<file path="src/rtl/dtc_scorer_pkg.sv">
// -----------------------------------------------------------------------------
// dtc_scorer_pkg
// Shared types and helpers for the decision-tree classifier stream scorer.
//   state_e    : scorer FSM states (IDLE, WAIT, EMIT, DONE)
//   *_DEF      : default widths / classifier latency
//   sat_inc()  : increment that clamps at the all-ones value of a given width
// No ports (package).
// -----------------------------------------------------------------------------
package dtc_scorer_pkg;

  typedef enum logic [1:0] {
    IDLE = 2'd0,
    WAIT = 2'd1,
    EMIT = 2'd2,
    DONE = 2'd3
  } state_e;

  localparam int FEAT_W_DEF  = 12;
  localparam int CLS_W_DEF   = 3;
  localparam int CNT_W_DEF   = 16;
  localparam int CLS_LAT_DEF = 1;

  // Widest counter sat_inc() can service; callers zero-extend into this width.
  localparam int MAX_CNT_W   = 32;

  // Returns cnt+1, or cnt unchanged once it already equals 2**width-1.
  function automatic logic [MAX_CNT_W-1:0] sat_inc(input logic [MAX_CNT_W-1:0] cnt,
                                                   input int                   width);
    logic [MAX_CNT_W:0] ones;
    ones = ({{MAX_CNT_W{1'b0}}, 1'b1} << width) - {{MAX_CNT_W{1'b0}}, 1'b1};
    if ({1'b0, cnt} >= ones) begin
      sat_inc = cnt;
    end else begin
      sat_inc = cnt + {{(MAX_CNT_W-1){1'b0}}, 1'b1};
    end
  endfunction

endpackage

</file>
<file path="src/rtl/dtc_sat_counter.sv">
// -----------------------------------------------------------------------------
// dtc_sat_counter
// Saturating statistics counter; never wraps.
// Ports:
//   clk   in   rising-edge clock
//   rst   in   asynchronous active-high reset (counter -> 0)
//   clear in   synchronous clear, wins over inc
//   inc   in   add one this cycle (clamped at all-ones)
//   cnt   out  registered count, CNT_W bits
// -----------------------------------------------------------------------------
module dtc_sat_counter
  import dtc_scorer_pkg::*;
#(
  parameter int CNT_W = CNT_W_DEF
) (
  input  logic             clk,
  input  logic             rst,
  input  logic             clear,
  input  logic             inc,
  output logic [CNT_W-1:0] cnt
);

  logic [CNT_W-1:0] cnt_q;
  logic [CNT_W-1:0] cnt_d;

  // Next count: clear first, then saturating increment.
  always_comb begin
    cnt_d = cnt_q;
    if (clear) begin
      cnt_d = '0;
    end else if (inc) begin
      cnt_d = CNT_W'(sat_inc(MAX_CNT_W'(cnt_q), CNT_W));
    end else begin
      cnt_d = cnt_q;
    end
  end

  // Count register.
  always_ff @(posedge clk or posedge rst) begin
    if (rst) begin
      cnt_q <= '0;
    end else begin
      cnt_q <= cnt_d;
    end
  end

  assign cnt = cnt_q;

endmodule

</file>
<file path="src/rtl/dtc_stream_scorer.sv">
// -----------------------------------------------------------------------------
// dtc_stream_scorer
// Feeds labelled feature vectors to an external combinational decision-tree
// classifier, scores its prediction against the label, emits per-sample
// results and keeps saturating accuracy counters.
// Build option: define DTC_SCORER_CONFUSION_EN to build per-label miss
// counters; otherwise miss_cnt is tied to zero.
// Ports:
//   clk, rst          clock, asynchronous active-high reset
//   clear             sync: zero counters, drop in-flight sample, go IDLE
//   s_valid/s_ready   input sample handshake (s_feat, s_label, s_last)
//   cls_inp/cls_outp  registered features to classifier / its prediction
//   m_valid/m_ready   result handshake (m_pred, m_hit)
//   done              run finished (result of the s_last sample consumed)
//   total_cnt/hit_cnt samples scored / correct predictions
//   miss_cnt          per-label misses, label k at [k*CNT_W +: CNT_W]
// -----------------------------------------------------------------------------
module dtc_stream_scorer
  import dtc_scorer_pkg::*;
#(
  parameter int FEAT_W  = FEAT_W_DEF,
  parameter int CLS_W   = CLS_W_DEF,
  parameter int CNT_W   = CNT_W_DEF,
  parameter int CLS_LAT = CLS_LAT_DEF
) (
  input  logic                          clk,
  input  logic                          rst,
  input  logic                          clear,
  input  logic                          s_valid,
  output logic                          s_ready,
  input  logic [FEAT_W-1:0]             s_feat,
  input  logic [CLS_W-1:0]              s_label,
  input  logic                          s_last,
  output logic [FEAT_W-1:0]             cls_inp,
  input  logic [CLS_W-1:0]              cls_outp,
  output logic                          m_valid,
  input  logic                          m_ready,
  output logic [CLS_W-1:0]              m_pred,
  output logic                          m_hit,
  output logic                          done,
  output logic [CNT_W-1:0]              total_cnt,
  output logic [CNT_W-1:0]              hit_cnt,
  output logic [(2**CLS_W)*CNT_W-1:0]   miss_cnt
);

  localparam int         NCLS     = 2**CLS_W;
  localparam logic [2:0] LAT_INIT = 3'(CLS_LAT);

  state_e            state_q,   state_d;
  logic [FEAT_W-1:0] cls_inp_q, cls_inp_d;
  logic [CLS_W-1:0]  label_q,   label_d;
  logic [CLS_W-1:0]  m_pred_q,  m_pred_d;
  logic [2:0]        wait_q,    wait_d;
  logic              last_q,    last_d;
  logic              m_hit_q,   m_hit_d;
  logic              s_ready_q, s_ready_d;
  logic              m_valid_q, m_valid_d;
  logic              done_q,    done_d;
  logic              score_s;
  logic              hit_s;

  // Scoring strobe: last WAIT cycle, suppressed by clear so nothing is counted.
  always_comb begin
    hit_s = (cls_outp == label_q);
    if (!clear && (state_q == WAIT) && (wait_q == 3'd1)) begin
      score_s = 1'b1;
    end else begin
      score_s = 1'b0;
    end
  end

  // FSM next state and datapath next values; handshake flags follow state_d
  // so they can be registered.
  always_comb begin
    state_d   = state_q;
    cls_inp_d = cls_inp_q;
    label_d   = label_q;
    last_d    = last_q;
    wait_d    = wait_q;
    m_pred_d  = m_pred_q;
    m_hit_d   = m_hit_q;
    if (clear) begin
      state_d = IDLE;
    end else begin
      case (state_q)
        IDLE: begin
          if (s_valid) begin
            cls_inp_d = s_feat;
            label_d   = s_label;
            last_d    = s_last;
            wait_d    = LAT_INIT;
            state_d   = WAIT;
          end else begin
            state_d   = IDLE;
          end
        end
        WAIT: begin
          if (score_s) begin
            m_pred_d = cls_outp;
            m_hit_d  = hit_s;
            state_d  = EMIT;
          end else begin
            wait_d   = wait_q - 3'd1;
            state_d  = WAIT;
          end
        end
        EMIT: begin
          if (m_ready) begin
            state_d = last_q ? DONE : IDLE;
          end else begin
            state_d = EMIT;
          end
        end
        DONE: begin
          state_d = DONE;
        end
        default: begin
          state_d = IDLE;
        end
      endcase
    end
    s_ready_d = (state_d == IDLE);
    m_valid_d = (state_d == EMIT);
    done_d    = (state_d == DONE);
  end

  // State, datapath and registered handshake outputs.
  always_ff @(posedge clk or posedge rst) begin
    if (rst) begin
      state_q   <= IDLE;
      cls_inp_q <= '0;
      label_q   <= '0;
      last_q    <= 1'b0;
      wait_q    <= 3'd0;
      m_pred_q  <= '0;
      m_hit_q   <= 1'b0;
      s_ready_q <= 1'b1;
      m_valid_q <= 1'b0;
      done_q    <= 1'b0;
    end else begin
      state_q   <= state_d;
      cls_inp_q <= cls_inp_d;
      label_q   <= label_d;
      last_q    <= last_d;
      wait_q    <= wait_d;
      m_pred_q  <= m_pred_d;
      m_hit_q   <= m_hit_d;
      s_ready_q <= s_ready_d;
      m_valid_q <= m_valid_d;
      done_q    <= done_d;
    end
  end

  assign s_ready = s_ready_q;
  assign m_valid = m_valid_q;
  assign done    = done_q;
  assign cls_inp = cls_inp_q;
  assign m_pred  = m_pred_q;
  assign m_hit   = m_hit_q;

  // hit only ever increments together with total, so total_cnt >= hit_cnt.
  dtc_sat_counter #(.CNT_W(CNT_W)) u_total (
    .clk   (clk),
    .rst   (rst),
    .clear (clear),
    .inc   (score_s),
    .cnt   (total_cnt)
  );

  dtc_sat_counter #(.CNT_W(CNT_W)) u_hit (
    .clk   (clk),
    .rst   (rst),
    .clear (clear),
    .inc   (score_s & hit_s),
    .cnt   (hit_cnt)
  );

`ifdef DTC_SCORER_CONFUSION_EN
  for (genvar k = 0; k < NCLS; k++) begin : g_miss
    dtc_sat_counter #(.CNT_W(CNT_W)) u_miss (
      .clk   (clk),
      .rst   (rst),
      .clear (clear),
      .inc   (score_s & ~hit_s & (label_q == CLS_W'(k))),
      .cnt   (miss_cnt[k*CNT_W +: CNT_W])
    );
  end
`else
  assign miss_cnt = '0;
`endif

endmodule

</file>
<file path="config.mk">
export PLATFORM = sky130hd
export DESIGN_NAME = dtc_stream_scorer
export DESIGN_NICKNAME = d
export VERILOG_FILES = /design/src/rtl/dtc_scorer_pkg.sv /design/src/rtl/dtc_sat_counter.sv /design/src/rtl/dtc_stream_scorer.sv
export SDC_FILE = /design/constraint.sdc
export NUM_CORES = 1
export LEC_CHECK = 0
export ABC_AREA = 1
export CORE_MARGIN = 2
export CORE_UTILIZATION = 32
export DETAILED_ROUTE_END_ITERATION = 10
export PLACE_DENSITY = 0.65
export SETUP_SLACK_MARGIN = 0.4
export SLEW_MARGIN = 20
export SYNTH_ARGS = -nofsm -noshare
export SYNTH_HDL_FRONTEND = slang
export SYNTH_SLANG_ARGS = --single-unit
</file>
<file path="constraint.sdc">
create_clock -name clk -period 2.5 [get_ports clk]
set_clock_uncertainty 0.2 [all_clocks]
set_input_delay 0.5 -clock clk [delete_from_list [all_inputs] [get_ports clk]]
set_output_delay 0.5 -clock clk [all_outputs]
set_load 0.01 [all_outputs]
</file>
* Word level (Yosys, flattened, before mapping) *
Cells that the tools add are included.

storage, ports and cells
  register bits after elaboration = 60
  bits in latches = 0
  memory bits (writable) = 0
  memories kept = 0
  output and inout port bits = 179
  ROM bits = 0

cells by class
  muxes and demuxes = 16
  bitwise gates (word level) = 2
  add/subtract/negate cells = 3
  shifts and indexed selects = 0
  equal/unequal tests = 11
  divide/modulo/power cells = 0
  $lt $le $gt $ge = 2
  $mul = 0
  reductions and logical operators = 13

operators with widths
  cell                     number
  $mux W16                 6
  $add A16 B1 Y16 const B  2
  $ge A16 B16 Y1 const B   2
  $eq A2 B2 Y1 const B     4
  $mux W2                  4
  $ne A2 B2 Y1 const B     4
  $pmux W2 S4              1
  $mux W3                  2
  $pmux W3 S2              1
  $reduce_and A3 Y1        2
  $reduce_bool A2 Y1       3
  $logic_not A2 Y1         2
  $reduce_and A2 Y1        2
  $reduce_and A4 Y1        1
  $eq A3 B1 Y1 const B     1
  $eq A3 B3 Y1             1
  $sub A3 B1 Y3 const B    1
  $eq A2 B1 Y1 const B     1
  $logic_and A1 B1 Y1      2
  $mux W1                  2
  $and A1 B1 Y1            1
  $logic_not A1 Y1         1
  $not A1 Y1               1

* Logic depth before layout (Yosys ltp) *
  depth in word-level cells = 8
  gate-level depth with buffers = 10
  gate-level depth less buffers = 9

* Cells and area by module *
A second synthesis with hierarchy kept.

second synthesis, totals
  cell total of the unflattened synthesis = 599
  area total of the unflattened synthesis = 4,352.9 um^2

modules (own cells, without submodules)
  module             cells an instance  sequential area each (um^2)  times used  area each (um^2)
  dtc_stream_scorer  279                701.9                        1           2,238.4
  dtc_sat_counter    160                400.4                        2           1,057.3

* Worst setup path before layout *
Ideal clock, no wire load.

  path kind = flip-flop to flip-flop
  start point = register u_total.cnt_q[0], in the netlist u_total.cnt[0]
  end point = register u_total.cnt_q[15], in the netlist u_total.cnt[15]
  setup slack = 0.737 ns
  path buffers = 1
  cell stages (with the launch flop) = 10
  data arrival time = 1.446 ns
  path through = dfrtp_1 -> ha_1 -> nand3_1 -> inv_2 -> nand2_1 -> nor2_1 -> a21oi_4 -> buf_4 -> nand2_1 -> nand2_1

between the ends
  longest elaborated chain between the ends = 4
  elaborated cells between the ends (all ways) = 7
  those cells by class = add/sub: 1; order compare: 1; eq/ne: 1; mux: 3; reduce/logical: 1

ends and longest elaborated chain
  what                    RTL line               text
  from (decl)             dtc_sat_counter.sv:23  logic [CNT_W-1:0] cnt_q;
  from (signal assigned)  dtc_sat_counter.sv:43  cnt_q <= cnt_d;
  $add A16 B1 Y16         dtc_scorer_pkg.sv:34   sat_inc = cnt + {{(MAX_CNT_W-1){1'b0}}, 1'b1};
  $mux W16                dtc_scorer_pkg.sv:31   if ({1'b0, cnt} >= ones) begin
  $mux W16                dtc_sat_counter.sv:31  end else if (inc) begin
  $mux W16                dtc_sat_counter.sv:29  if (clear) begin

Several ways; a longest one is shown, not always the timed one. The select of a mux whose other input is x is not followed.
A chain may end at the register's enable or synchronous reset.

* Worst setup path in the final report *
  start point = register s_ready_q, in the netlist s_ready
  end point = output s_ready

RTL lines
  what                    RTL line                  text
  from (decl)             dtc_stream_scorer.sv:56   logic s_ready_q, s_ready_d;
  from (signal assigned)  dtc_stream_scorer.sv:148  s_ready_q <= s_ready_d;
  to (decl)               dtc_stream_scorer.sv:30   output logic s_ready,

No word-level cell between the ends.

==> impl_metrics.csv <==
group,metric,value,unit
layout,fillers,1392,
layout,final_common_cell,"nand2_1",
place,dp_hpwl,6790,um
cts,clk_latency,0.33,ns
layout,fin_util,0.389,
timing,hold_viol,0,
global_routing,grt_pass1_wl,15100,um
cts,path_clk_slew,0.05,ns
drt,dr.max_layer_used,"met4",
place,post-place-ws,0.228,ns
power_and_ir_drop,combPwrFrac,0.248,
layout,diodes,0,
drt,drtIter0Drc,230,
layout,seq_area,0.00152,mm^2
hold_path,holdCritPathClass,"input pin to asynchronous set/reset pin",
setup_path,r2r-start,"u_hit.cnt[0]",
setup_path,cp-end-kind,"primary output",
synthesis,syn_area_per_cell,7.12,um^2
drt,wl_met3,535,um
global_routing,gr-usage-all-layers,0.131,
place,port_buffers,74,
cts,h-tree-depth,3,
setup_path,path_depth,1,
synthesis,synth-seq-cells,60,
drt,dr_wl_met2,4360,um
layout,fin_nets,716,
power_and_ir_drop,ir_worst_vdd,0.318,mV
drt,wl_per_cell,10.5,um
global_routing,grt-ovfl-total,0,
die,chipWidth,120,um
die,die_y,120,um
die,core,0.0132,mm^2
cts,clock_path_buffers,2,
layout,drive_above_1_share,0.0723,
timing,fin_crit_sh,0.827,
power_and_ir_drop,p_seq_frac,0.382,
layout,area_delta_synth_final,19.2,%
power_and_ir_drop,p_leak,2.72,nW
layout,layout_common_cells,"196 x nand2_1, 128 x conb_1, 73 x clkdlybuf4s50_1",
setup_path,r2r-end,"u_hit.cnt[10]",
timing,fin_crit,2.07,ns
timing,setup_ws,0.432,ns
cts,cts_root_buf,"clkbuf_16",
power_and_ir_drop,p_sw_frac,0.302,
timing,drv_slew,0,
timing,setup_viol,0,
setup_path,cp-endpoint,"s_ready",
global_routing,grt_max_degree,37,
cts,cts_tree,"yes",
layout,multi_input_area,0.00205,mm^2
drt,first_pass_iters,4,
drt,viasPerCell,3.98,
die,die_area,0.0144,mm^2
synthesis,ys_seq_area_frac,0.349,
drt,ant_nets,0,
die,rows,42,
power_and_ir_drop,pwr-share-clk,0.369,
setup_path,worst_setup_path_start_kind,"flop",
drt,drc,0,
setup_path,required,1.80,ns
global_routing,grt_pass1_vias,3099,
die,start_util,0.327,
die,io_pins,203,
setup_path,crit_chain,"clkdlybuf4s50_1",
setup_path,cpMaxStageDelayCell,"clkdlybuf4s50_1",
flow_run,maxCapViolations,0,
place,gp_congestion,0.829,
outcome,status,"complete, no violations",
drt,vias,3452,
setup_path,path_buf_inv,1,
timing,rsz0062_at_grt,"no",
power_and_ir_drop,internal-power,2.25,mW
setup_path,r2r_cells,7,
timing,fmax,0.484,GHz
synthesis,netlist_instances,605,
cts,cts_sinks,60,
setup_path,cp.arrival,1.37,ns
drt,wl_met1,4060,um
synthesis,yosys_warnings,0,
synthesis,synth.lib_cells_used.distinct,25,
synthesis,syn-cell-area,0.00431,mm^2
drt,wirelength,9120,um
setup_path,critPathTopFamily,"buffers and inverters",
global_routing,antenna_found_initial,0,
timing,setup_tns,0,ns
setup_path,crit_fanout,1,
setup_path,critPathKind,"flop to primary output",
cts,cts_buffers,9,
power_and_ir_drop,cellPowerDensity,627,mW/mm^2
setup_path,cp-startpoint,"s_ready",
setup_path,slowest_delay,0.53,ns
power_and_ir_drop,switching_power,972,uW
setup_path,rrSetupSlack,0.58,ns
final cells by class:
type / instances / area share
clock buffers: 14 / 0.0553
clock inverters: 1 / 0.000975
well taps: 176 / 0.0429
inverters: 61 / 0.0453
repair buffers: 83 / 0.160
multi-input cells: 473 / 0.400
flip-flops and latches: 60 / 0.295
cells in the mapped netlist (all sizes together):
library cell	number	share of area
conb	1	0.00087
nand3b	1	0.0017
a21oi	1	0.0038
dfrtp	59	0.34
xnor2	5	0.010
ha	4	0.012
nand4	9	0.013
buf	135	0.23
nand3	48	0.056
o21ai	14	0.016
inv	61	0.053
nor3	3	0.0046
xor2	8	0.016
clkbuf	3	0.0026
o21bai	4	0.0070
nor2	48	0.045
dfstp	1	0.0061
nand2	199	0.18
nor4	1	0.0015
power by group through the flow:
stage,registers [mW],logic [mW],clock network (mW)
after floorplan,1.28,0.554,0
after global placement,1.24,0.795,0
after detailed placement,1.24,0.804,0
after CTS,1.23,0.805,1.22
after global routing,1.25,0.909,1.28
final,1.23,0.799,1.19
worst min path at each step:
stage | end | cells after the start
final | cls_inp[9] | 2
after global routing | cls_inp[6] | 2
after CTS | cls_inp[9] | 2
after detailed placement | cls_inp[4] | 2
after global placement | cls_inp[10] | 2
after floorplan | cls_inp[0] | 2
metrics by stage:
step	hold slack, ns	instances	instance area [um^2]	power (mW)
after CTS	0.267	867	5100	3.26
after global placement	0.256	852	4810	2.04
after detailed placement	0.261	852	4810	2.05
after global routing	0.289	868	5130	3.44
after floorplan	0.306	732	4790	1.83
final	0.268	868	5130	3.22
sequential cells by signal, indices dropped and copies added, names as in the netlist:
| register | count |
|---|---|
| cls_inp | 12 |
| u_hit.cnt | 16 |
| u_total.cnt | 16 |
| s_ready | 1 |
| state_q | 2 |
| m_pred | 3 |
| m_hit | 1 |
| done | 1 |
| last_q | 1 |
| m_valid | 1 |
| label_q | 3 |
| wait_q | 3 |
logic make-up after synthesis:
| family | after synthesis | synth area share |
|---|---|---|
| XOR/XNOR | 13 | 0.0264 |
| AO/OA/AOI/OAI | 19 | 0.0270 |
| flip-flops | 60 | 0.349 |
| AND/OR/NAND/NOR | 309 | 0.297 |
| other | 1 | 0.000870 |
| buffers and inverters | 199 | 0.289 |
| adder cells (fa/ha/maj) | 4 | 0.0116 |
per-layer routing:
metal,vias up,global-route usage
met3,12,0.0314
met5,-,0
met1,1552,0.167
met4,0,0.0581
li1,1764,-
met2,124,0.211
worst register-to-register path, delay by kind of cell (launching register included):
family / cells / cell delay [ns]
fa+ha+maj: 1 / 0.23
simple gates: 6 / 0.98
flops: 1 / 0.45
what timing repair did:
item	4_1_cts	5_1_grt
endpoints found under the setup margin	2	26
buffers inserted	0	1
hold buffers	0	0
resized for setup	2	11
endpoints found under the hold margin	0	0
Power figures use the tool's default switching activity.
